**config.mk**
```make
export PLATFORM = sky130hd
export DESIGN_NAME = axil_slv_if
export DESIGN_NICKNAME = d
export VERILOG_FILES = /design/src/rtl/axil_slv_if.sv
export SDC_FILE = /design/constraint.sdc
export NUM_CORES = 1
export LEC_CHECK = 0
export CORE_ASPECT_RATIO = 2
export CORE_UTILIZATION = 30
export DETAILED_ROUTE_END_ITERATION = 12
export GPL_TIMING_DRIVEN = 1
export PLACE_DENSITY_LB_ADDON = 0.25
export RECOVER_POWER = 100
export SKIP_LAST_GASP = 1
export SYNTH_ARGS = -nofsm -noshare
export SYNTH_HDL_FRONTEND = slang
export SYNTH_SLANG_ARGS = --single-unit
```
**constraint.sdc**
```tcl
create_clock -name aclk -period 2.1 [get_ports aclk]
set_input_delay 0.21 -clock aclk [delete_from_list [all_inputs] [get_ports aclk]]
set_output_delay 0.21 -clock aclk [all_outputs]
set_load 0.02 [all_outputs]
```
**src/rtl/axil_slv_if.sv**
```systemverilog
// AXI4-Lite subordinate that bridges independent write and read channels onto
// a simple valid/ready local register-access port. All outputs are flops.
module axil_slv_if #(
  parameter int ADDR_WIDTH = 16,
  parameter int DATA_WIDTH = 64,
  parameter int STRB_WIDTH = DATA_WIDTH / 8,
  parameter int ALIGN_BITS = $clog2(STRB_WIDTH)
) (
  input  logic                  aclk,
  input  logic                  anreset,
  input  logic                  aenable,
  input  logic [ADDR_WIDTH-1:0] i_awaddr,
  input  logic [2:0]            i_awprot,
  input  logic                  i_awvalid,
  output logic                  o_awready,
  input  logic [DATA_WIDTH-1:0] i_wdata,
  input  logic [STRB_WIDTH-1:0] i_wstrb,
  input  logic                  i_wvalid,
  output logic                  o_wready,
  output logic [1:0]            o_bresp,
  output logic                  o_bvalid,
  input  logic                  i_bready,
  input  logic [ADDR_WIDTH-1:0] i_araddr,
  input  logic [2:0]            i_arprot,
  input  logic                  i_arvalid,
  output logic                  o_arready,
  output logic [DATA_WIDTH-1:0] o_rdata,
  output logic [1:0]            o_rresp,
  output logic                  o_rvalid,
  input  logic                  i_rready,
  output logic                  o_reg_wr_valid,
  output logic [ADDR_WIDTH-1:0] o_reg_wr_addr,
  output logic [DATA_WIDTH-1:0] o_reg_wr_data,
  output logic [STRB_WIDTH-1:0] o_reg_wr_strb,
  input  logic                  i_reg_wr_ready,
  input  logic                  i_reg_wr_err,
  output logic                  o_reg_rd_valid,
  output logic [ADDR_WIDTH-1:0] o_reg_rd_addr,
  input  logic                  i_reg_rd_ready,
  input  logic [DATA_WIDTH-1:0] i_reg_rd_data,
  input  logic                  i_reg_rd_err
);

  localparam logic [1:0] RESP_OKAY   = 2'b00;
  localparam logic [1:0] RESP_SLVERR = 2'b10;

  typedef enum logic [1:0] {W_IDLE, W_ACCESS, W_RESP} w_state_t;
  typedef enum logic [1:0] {R_IDLE, R_ACCESS, R_RESP} r_state_t;

  w_state_t w_state_q, w_state_d;
  r_state_t r_state_q, r_state_d;

  logic                  aw_held_q, aw_held_d;
  logic                  w_held_q, w_held_d;
  logic [ADDR_WIDTH-1:0] wr_addr_q, wr_addr_d;
  logic [DATA_WIDTH-1:0] wr_data_q, wr_data_d;
  logic [STRB_WIDTH-1:0] wr_strb_q, wr_strb_d;
  logic [1:0]            bresp_q, bresp_d;
  logic                  awready_q, wready_q, bvalid_q, reg_wr_valid_q;

  logic [ADDR_WIDTH-1:0] rd_addr_q, rd_addr_d;
  logic [DATA_WIDTH-1:0] rdata_q, rdata_d;
  logic [1:0]            rresp_q, rresp_d;
  logic                  arready_q, rvalid_q, reg_rd_valid_q;

  logic aw_hs, w_hs, ar_hs;
  logic unused_prot;

  assign unused_prot = ^{i_awprot, i_arprot};
  assign aw_hs = awready_q & i_awvalid;
  assign w_hs  = wready_q & i_wvalid;
  assign ar_hs = arready_q & i_arvalid;

  // The decision to access or reject is taken on the edge that completes the
  // AW/W pair, so the local strobe appears the very next cycle.
  always_comb begin
    w_state_d = w_state_q;
    aw_held_d = aw_held_q;
    w_held_d  = w_held_q;
    wr_addr_d = wr_addr_q;
    wr_data_d = wr_data_q;
    wr_strb_d = wr_strb_q;
    bresp_d   = bresp_q;
    case (w_state_q)
      W_IDLE: begin
        if (aw_hs) begin
          aw_held_d = 1'b1;
          wr_addr_d = i_awaddr;
        end
        if (w_hs) begin
          w_held_d  = 1'b1;
          wr_data_d = i_wdata;
          wr_strb_d = i_wstrb;
        end
        if (aw_held_d && w_held_d) begin
          if (wr_addr_d[ALIGN_BITS-1:0] == '0) begin
            w_state_d = W_ACCESS;
          end else begin
            w_state_d = W_RESP;
            bresp_d   = RESP_SLVERR;
          end
        end
      end
      W_ACCESS: begin
        if (i_reg_wr_ready) begin
          w_state_d = W_RESP;
          bresp_d   = i_reg_wr_err ? RESP_SLVERR : RESP_OKAY;
        end
      end
      W_RESP: begin
        if (bvalid_q && i_bready) begin
          w_state_d = W_IDLE;
          aw_held_d = 1'b0;
          w_held_d  = 1'b0;
          bresp_d   = RESP_OKAY;
        end
      end
      default: w_state_d = W_IDLE;
    endcase
  end

  always_comb begin
    r_state_d = r_state_q;
    rd_addr_d = rd_addr_q;
    rdata_d   = rdata_q;
    rresp_d   = rresp_q;
    case (r_state_q)
      R_IDLE: begin
        if (ar_hs) begin
          rd_addr_d = i_araddr;
          if (i_araddr[ALIGN_BITS-1:0] == '0) begin
            r_state_d = R_ACCESS;
          end else begin
            r_state_d = R_RESP;
            rdata_d   = '0;
            rresp_d   = RESP_SLVERR;
          end
        end
      end
      R_ACCESS: begin
        if (i_reg_rd_ready) begin
          r_state_d = R_RESP;
          rdata_d   = i_reg_rd_data;
          rresp_d   = i_reg_rd_err ? RESP_SLVERR : RESP_OKAY;
        end
      end
      R_RESP: begin
        if (rvalid_q && i_rready) r_state_d = R_IDLE;
      end
      default: r_state_d = R_IDLE;
    endcase
  end

  // Handshake/valid flops are derived from next state so they stay registered.
  always_ff @(posedge aclk) begin
    if (!anreset) begin
      w_state_q      <= W_IDLE;
      aw_held_q      <= 1'b0;
      w_held_q       <= 1'b0;
      wr_addr_q      <= '0;
      wr_data_q      <= '0;
      wr_strb_q      <= '0;
      bresp_q        <= RESP_OKAY;
      awready_q      <= 1'b0;
      wready_q       <= 1'b0;
      bvalid_q       <= 1'b0;
      reg_wr_valid_q <= 1'b0;
      r_state_q      <= R_IDLE;
      rd_addr_q      <= '0;
      rdata_q        <= '0;
      rresp_q        <= RESP_OKAY;
      arready_q      <= 1'b0;
      rvalid_q       <= 1'b0;
      reg_rd_valid_q <= 1'b0;
    end else begin
      w_state_q      <= w_state_d;
      aw_held_q      <= aw_held_d;
      w_held_q       <= w_held_d;
      wr_addr_q      <= wr_addr_d;
      wr_data_q      <= wr_data_d;
      wr_strb_q      <= wr_strb_d;
      bresp_q        <= bresp_d;
      awready_q      <= (w_state_d == W_IDLE) && aenable && !aw_held_d;
      wready_q       <= (w_state_d == W_IDLE) && aenable && !w_held_d;
      bvalid_q       <= (w_state_d == W_RESP);
      reg_wr_valid_q <= (w_state_d == W_ACCESS);
      r_state_q      <= r_state_d;
      rd_addr_q      <= rd_addr_d;
      rdata_q        <= rdata_d;
      rresp_q        <= rresp_d;
      arready_q      <= (r_state_d == R_IDLE) && aenable;
      rvalid_q       <= (r_state_d == R_RESP);
      reg_rd_valid_q <= (r_state_d == R_ACCESS);
    end
  end

  assign o_awready      = awready_q;
  assign o_wready       = wready_q;
  assign o_bresp        = bresp_q;
  assign o_bvalid       = bvalid_q;
  assign o_arready      = arready_q;
  assign o_rdata        = rdata_q;
  assign o_rresp        = rresp_q;
  assign o_rvalid       = rvalid_q;
  assign o_reg_wr_valid = reg_wr_valid_q;
  assign o_reg_wr_addr  = wr_addr_q;
  assign o_reg_wr_data  = wr_data_q;
  assign o_reg_wr_strb  = wr_strb_q;
  assign o_reg_rd_valid = reg_rd_valid_q;
  assign o_reg_rd_addr  = rd_addr_q;

endmodule

```
[Word level (Yosys, flattened, before mapping)]
Cells that the tools add are included.
Widths: inputs -> output; s select.
Cells by class
  eq/ne operators: 16
  muxes and demuxes: 35
  bitwise gates (word level): 3
  reductions and logical operators: 22
Operator list (count)
  $mux 64: 3
  $pmux 64 s2: 1
  $mux 2: 17
  $mux 16: 2
  $pmux 2 s3: 3
  $ne 2x2->1 const B: 8
  $eq 2x1->1 const B: 4
  $eq 2x2->1 const B: 4
  $logic_not 2->1: 4
  $logic_and 1x1->1: 7
  $logic_not 3->1: 2
  $mux 1: 6
  $reduce_and 2->1: 3
  $reduce_and 5->1: 1
  $pmux 1 s2: 2
  $pmux 2 s2: 1
  $reduce_and 4->1: 1
  $and 1x1->1: 3
  $reduce_bool 3->1: 1
  $logic_not 1->1: 2
  $reduce_bool 2->1: 1
Storage, ports and cells
  register bits: 185
  output and inout bits: 179
  word-level logic and storage cells: 95

[Depth between registers and ports, before layout]
Gate-level depths: netlist (run 1).
  depth after elaboration: 10
  mapped depth: 8
  gate-level depth less buffers: 5

[Worst setup path after synthesis (run 1)]
No wires, ideal clock.
  path kind: register -> register
  from: register r_state_q[0]
  to: register rdata_q[14] (netlist: o_rdata[14])
  data arrival time: 1464 ps
  path slack: 513 ps
  cell stages (with the launch flop): 9
  path buffers: 3
  period minus slack after synthesis: 1587 ps
  cells stage by stage: dfxtp_1 > or2_1 > or2_1 > buf_2 > a2bb2oi_2 > buf_6 > buf_6 > nand2_1 > a21boi_0
Between the ends
  longest elaborated chain between the ends: 3
RTL lines
  from (decl): RTL line 51  | r_state_t r_state_q, r_state_d;
  from (signal assigned): RTL line 187  | r_state_q <= r_state_d;
  $eq 2x1->1 / $logic_not 2->1 (equally long branches): RTL line 127  | case (r_state_q)
  $ne 2x2->1 (no line) / $reduce_bool 2->1 (equally long branches)
  $reduce_and 4->1 (no line)
  to (signal assigned): RTL line 189  | rdata_q <= rdata_d;
  to (decl): RTL line 62  | logic [DATA_WIDTH-1:0] rdata_q, rdata_d;
Several ways; a longest one is shown, not always the timed one.
A chain may end at the register's enable or synchronous reset.

[Worst setup path after layout (run 1)]
  from: register r_state_q[1]
  to: register rdata_q[26] (netlist: o_rdata[26])
Same word-level chain as after synthesis.

==> results of run 1 <==
==> cells in the mapped netlist <==
| library cell | instances |
|---|---|
| and2_1 | 4 |
| nor2_1 | 7 |
| o211ai_1 | 1 |
| buf_6 | 6 |
| mux2i_1 | 1 |
| inv_1 | 1 |
| nand2_1 | 283 |
| nor2_2 | 1 |
| a21oi_1 | 10 |
| nor3_1 | 4 |
| nor4_1 | 1 |
| buf_4 | 7 |
| nor2b_1 | 4 |
| o31a_1 | 1 |
| a22oi_1 | 2 |
| buf_2 | 15 |
| a21boi_1 | 46 |
| o32ai_2 | 1 |
| conb_1 | 1 |
| dfxtp_1 | 183 |
| nor3b_1 | 2 |
| nand2b_1 | 4 |
| or2_2 | 2 |
| and3_1 | 1 |
| nand3_1 | 67 |
| a2bb2oi_2 | 1 |
| nor3_2 | 1 |
| clkbuf_1 | 37 |
| or3b_2 | 1 |
| o21a_1 | 2 |
| o21ai_0 | 2 |
| a21boi_0 | 123 |
| or2_1 | 2 |
| or4_1 | 1 |
==> sequential cells by signal (all words and copies together) (netlist names), 2 cells and up <==
name and cells:
o_rdata 64, o_reg_rd_addr 16, o_reg_wr_addr 16, o_reg_wr_data 64, o_reg_wr_strb 8, r_state_q 2
w_state_q 2
==> how the worst min path moves through the flow <==
stage	from	end	slack [ns]	depth (start not counted)
4_1_cts	anreset	o_reg_wr_data[12]$_SDFFE_PN0P_	0.21	2
5_1_grt	anreset	o_reg_wr_addr[0]$_SDFFE_PN0N_	0.25	2
6_report	anreset	o_reg_wr_data[12]$_SDFFE_PN0P_	0.24	2
3_5_place_dp	o_rdata[47]$_SDFFE_PN0P_	o_rdata[47]$_SDFFE_PN0P_	0.44	2
3_3_place_gp	o_rdata[29]$_SDFFE_PN0P_	o_rdata[29]$_SDFFE_PN0P_	0.44	2
2_1_floorplan	aenable	o_arready$_SDFF_PN0_	0.35	2
==> cell type report <==
| class | instances | area (µm²) | share of cell area |
|---|---|---|---|
| timing repair buffer | 373 | 3782 | 0.3311 |
| sequential | 183 | 3664 | 0.3207 |
| multi-input combinational | 577 | 3053 | 0.2672 |
| clock buffer | 24 | 501.7 | 0.04392 |
| tap | 280 | 350.3 | 0.03066 |
| clock inverter | 6 | 67.56 | 0.005914 |
| inverter | 1 | 3.754 | 0.0003286 |
| antenna | 1 | 2.502 | 0.0002190 |
==> per-layer routing <==
layer  share of wire  wire [µm]  track usage  vias up
met1            0.35       7652       0.1752     3022
li1                -          -            -     3373
met2            0.54      11920       0.3360      248
met4           0.028        629      0.08991        0
met3           0.087       1925      0.06651       32
met5               0          0            0        -
==> kinds of logic after synthesis <==
family          share of synthesized area
mux                              0.001425
simple gates                       0.2283
compound gates                     0.2002
buf+inv                           0.04808
flops                              0.5215
other cells                     0.0005338
==> report_power, final <==
| part | total [mW] | internal [mW] | switching [mW] |
|---|---|---|---|
| Combinational | 0.955 | 0.531 | 0.424 |
| Clock | 3.11 | 1.78 | 1.34 |
| Sequential | 3.60 | 3.56 | 0.0436 |
==> worst reg2reg max path: cells and delay by family, from the launching register on <==
kind	cells	cell delay, ns
AOI/OAI and AO/OA	2	0.72
DFF	1	0.36
and+or+nand+nor	2	0.36
buffers and inverters	1	0.25
==> impl_metrics.csv, run 1 <==
group,metric,value,unit
hold_path,hold_path_class,"in -> reg",
power_and_ir_drop,cellLeakagePower,4.441,nW
sta,worstMarginPinSlew,0.7247,ns
drt,drt_drc_violations_left,0,
clock_tree,cts_setup_buffers,0,
drt,first_pass_iters,4,
sta,fin_crit_sh,0.8467,
clock_tree,cts.clk_slew.worst_paths,0.06,ns
critical_path,end_kind,"register",
critical_path,critPathLaunchType,"register",
critical_path,cp_max_fo,30,
final_layout,instances_no_fill,1445,
critical_path,cp.depth,5,
grt,antenna_found_initial,0,
place,placed_cell_area,10870,µm²
grt,grt_use_total,0.1835,
sta,maxSlewViolCount,0,
critical_path,path_delay_family,"compound AO/OA/AOI/OAI gates",
logic_synthesis,ys_seq_area_frac,0.5215,
sta,whs,0.2402,ns
clock_tree,ctsHoldBuffers,0,
sta,finalSetupViolations,0,
logic_synthesis,synth_area,7025,µm²
power_and_ir_drop,power,7.671,mW
place,numPortBuffers,356,
grt,grt_pass1_wl,33000,µm
sta,final_hold_viol_count,0,
sta,max_slew_margin,0.5169,
critical_path,cp-endpoint,"o_rdata[26]$_SDFFE_PN0P_",
final_layout,finalInstanceArea,11420,µm²
clock_tree,numCtsBuffers,17,
logic_synthesis,synth_top_area_cell,"dfxtp_1",
drt,drt-total-wl,22120,µm
sta,setup_tns,0,ns
floorplanning,coreArea,22840,µm²
power_and_ir_drop,power.density,671.4,nW/µm²
final_layout,nNetsFinal,1339,
floorplanning,start_util,0.3076,
sta,layout_min_cycle_time,1.778,ns
floorplanning,rows,78,
final_layout,area_growth,62.62,%
drt,initialDrtViolationCount,339,
place,dpl.hpwl,16030,µm
critical_path,r2r_slack,0.32,ns
grt,grt_max_degree,71,
clock_tree,cts_sinks,183,
floorplanning,dieArea,24070,µm²
critical_path,cp-startpoint,"r_state_q[1]$_SDFF_PN0_",
floorplanning,pin_count,365,
clock_tree,clock_latency,0.45,ns
logic_synthesis,syn-instance-count,825,
drt,drtAntennaViolNets,0,
power_and_ir_drop,ir_drop,0.0005502,V
critical_path,reg2reg_depth,5,
sta,clock_skew,0.01050,ns
final_layout,layout_common_cells,"nand2_1, dfxtp_1, clkdlybuf4s50_1",
status,run_status,"finished, final reports clean",
drt,dr_total_vias,6675,
logic_synthesis,synth-seq-cells,183,
sta,setup_slack,0.3218,ns
clock_tree,ctsRootBufferMaster,"clkbuf_16",
clock_tree,h-tree-depth,4,
critical_path,r2r-start,"r_state_q[1]$_SDFF_PN0_",
critical_path,path_cells,"or2_0 -> o32ai_2 -> buf_12 -> nand3_1 -> a21boi_0",
critical_path,arrival,2.14,ns
critical_path,crit_type,"reg -> reg",
floorplanning,die_w,110.2,µm
drt,via_per_inst,4.619,
final_layout,utilization,0.5003,
grt,first_global_vias,6281,
logic_synthesis,synth_cell_type_count,34,
grt,grt-ovfl-total,0,
final_layout,drive_above_1_share,0.04725,
clock_tree,ctsResizeCount,0,
critical_path,worst_path_max_delay_cell,"o32ai_2",
critical_path,worst-path-buf-inv,1,
logic_synthesis,synth_top_area_frac,0.5215,
place,gp_congestion,0.7748,
sta,max_freq,562.4,MHz
critical_path,r2r-end,"o_rdata[26]$_SDFFE_PN0P_",
floorplanning,dieHeight,218.4,µm
logic_synthesis,ys_top_cells_by_area,"dfxtp_1, nand2_1, a21boi_0",
drt,wl_per_cell,15.31,µm
clock_tree,tritoncts,"built",
place,dp_slack,0.2138,ns
final_layout,fillers,2190,
place,post-place-cells,1414,
final_layout,layout_commonest_cell,"nand2_1",
logic_synthesis,synth.avg_cell_area,8.516,µm²
sta,rsz0062_at_grt,"false",
critical_path,required,2.46,ns
logic_synthesis,yosysWarningCount,0,
run,max_cap_violations,0,
clock_tree,cts_max_path_buffers,2,
critical_path,slowest_delay,0.52,ns
Power figures use the tool's default switching activity.
==> inputs of run 2 (changes only) <==
==> constraint.sdc (replaced) <==
create_clock -name aclk -period 1.5 [get_ports aclk]
set_input_delay 0.15 -clock aclk [delete_from_list [all_inputs] [get_ports aclk]]
set_output_delay 0.15 -clock aclk [all_outputs]
set_load 0.02 [all_outputs]
==> run 2 against run 1 <==
Against the previous run: the run now ends with negative setup slack left; sequential share of layout area is 1.5 points lower; first-iteration DRC count decreased by 17%; sequential power grew 40%; cell count increased by 3.2%; combinational power rose by 59%; worst hold slack lost 0.11 ns; critical endpoint is now o_rdata[49]$_SDFFE_PN0P_; largest power group unchanged.
==> impl_metrics.csv, run 2 (synthesis gave the netlist of run 1 again) <==
group,metric,value,unit
status,run_status,"finished, violations left",
status,violations,"negative setup slack",
power_and_ir_drop,ir_drop,0.0008216,V
floorplanning,die_w,110.2,µm
grt,grt_use_total,0.1917,
grt,grt_pass1_wl,34200,µm
critical_path,r2r_slack,-0.09,ns
drt,via_per_inst,4.647,
clock_tree,cts.clk_slew.worst_paths,0.07,ns
clock_tree,cts_sinks,183,
sta,whs,0.1335,ns
floorplanning,coreArea,22840,µm²
final_layout,fillers,2215,
critical_path,cp-startpoint,"r_state_q[0]$_SDFF_PN0_",
place,post-place-cells,1448,
clock_tree,cts_max_path_buffers,2,
power_and_ir_drop,cellLeakagePower,5.068,nW
sta,final_hold_viol_count,0,
critical_path,crit_top_cell,"or2_4",
final_layout,drive_above_1_share,0.1181,
critical_path,end_kind,"register",
grt,antenna_found_initial,0,
drt,dr_total_vias,6929,
critical_path,crit_type,"reg -> reg",
critical_path,slowest_delay,0.32,ns
critical_path,path_cells,"or2_4 -> or2_4 -> a2bb2oi_4 -> buf_12 -> clkbuf_16 -> nand2_1 -> a21boi_1",
clock_tree,ctsHoldBuffers,0,
final_layout,antenna_cells,0,
drt,wl_per_cell,16.36,µm
floorplanning,start_util,0.3076,
run,max_cap_violations,0,
critical_path,arrival,1.94,ns
place,gp_congestion,0.7580,
sta,maxSlewViolCount,0,
drt,drtAntennaViolNets,0,
sta,fin_crit_sh,1.062,
place,dpl.hpwl,17010,µm
sta,max_freq,627.9,MHz
place,numPortBuffers,356,
clock_tree,h-tree-depth,4,
sta,rsz0062_at_grt,"true",
final_layout,layout_common_cells,"nand2_1, dfxtp_1, clkdlybuf4s50_1",
floorplanning,pin_count,365,
grt,grt-ovfl-total,0,
final_layout,instances_no_fill,1491,
sta,setup_tns,-2.659,ns
hold_path,min_from,"anreset",
critical_path,worst_path_max_delay_cell,"dfxtp_2",
drt,initialDrtViolationCount,280,
final_layout,layout_commonest_cell,"nand2_1",
clock_tree,clock_latency,0.45,ns
final_layout,area_growth,70.54,%
clock_tree,tritoncts,"built",
clock_tree,ctsRootBufferMaster,"clkbuf_16",
sta,setup_slack,-0.09250,ns
critical_path,r2r-start,"r_state_q[0]$_SDFF_PN0_",
power_and_ir_drop,power,11.10,mW
hold_path,hold_path_class,"in -> reg",
grt,first_global_vias,6525,
grt,grt_max_degree,65,
floorplanning,rows,78,
critical_path,cp_max_fo,7,
sta,finalSetupViolations,48,
critical_path,critPathLaunchType,"register",
drt,drt-total-wl,24400,µm
drt,first_pass_iters,4,
final_layout,finalInstanceArea,11980,µm²
critical_path,required,1.85,ns
floorplanning,dieArea,24070,µm²
place,placed_cell_area,11190,µm²
sta,clock_skew,0.01222,ns
floorplanning,dieHeight,218.4,µm
power_and_ir_drop,power.density,926.6,nW/µm²
final_layout,nNetsFinal,1385,
clock_tree,numCtsBuffers,17,
sta,layout_min_cycle_time,1.593,ns
drt,drt_drc_violations_left,0,
run 2: cell count changes in the layout (fill, tap and decap cells not counted), sizes merged:
cell         delta
clkinv          +1
bufinv          +1
dlygate4sd3   -177
dlygate4sd2   +177
clkinvlp        -2
diode           -1
buf            +41
clkbuf          +5
inv             +1
run 2: path summary, 6_finish.rpt:
path,endpoint,cells past startpoint
setup reg to reg,o_rdata[49]$_SDFFE_PN0P_,7
hold reg to reg,o_rdata[33]$_SDFFE_PN0P_,2
setup / recovery,o_rdata[49]$_SDFFE_PN0P_,7
hold / removal,o_reg_wr_data[10]$_SDFFE_PN0P_,2
run 2: per-layer routing:
metal | up-vias | global-route usage | routed length [µm]
li1 | 3463 | - | -
met1 | 3163 | 0.1796 | 8335
met2 | 264 | 0.3548 | 13400
met3 | 39 | 0.07188 | 1885
met4 | 0 | 0.09079 | 774
met5 | - | 0 | 0
run 2: critical path, delay by kind of cell, from the launching register on:
family | cells | cell delay, ns
buf+inv | 2 | 0.33
simple gates | 3 | 0.58
compound gates | 2 | 0.26
flops | 1 | 0.32
run 2: stage by stage:
stage            util  worst slack, ns
6_report       0.5247         -0.09250
5_1_grt        0.5247          -0.1232
4_1_cts        0.5063         -0.08115
3_5_place_dp   0.4902          -0.2991
3_3_place_gp   0.4902          -0.2941
2_1_floorplan       -         -0.06994
run 2: power by group:
part	internal (mW)	total, mW	switching (mW)	leakage [nW]
Clock	2.62	4.54	1.92	0.290
Sequential	4.98	5.04	0.0623	1.48
Combinational	0.853	1.52	0.665	3.29
Total	8.45	11.1	2.65	5.07
run 2: layout make-up:
cell class | instances | area, µm² | share of cell area
tap | 280 | 350.3 | 0.02924
multi-input combinational | 577 | 3212 | 0.2681
sequential | 183 | 3667 | 0.3061
clock inverter | 7 | 92.59 | 0.007728
clock buffer | 24 | 491.7 | 0.04104
inverter | 1 | 3.754 | 0.0003133
timing repair buffer | 419 | 4164 | 0.3475
run 2: timing repair:
item | 4_1_cts | 5_1_grt
pin swaps | 0 | 29
endpoints found under the setup margin | 242 | 119
buffers inserted | 0 | 2
gates resized for setup | 179 | 65
cloned | 0 | 10
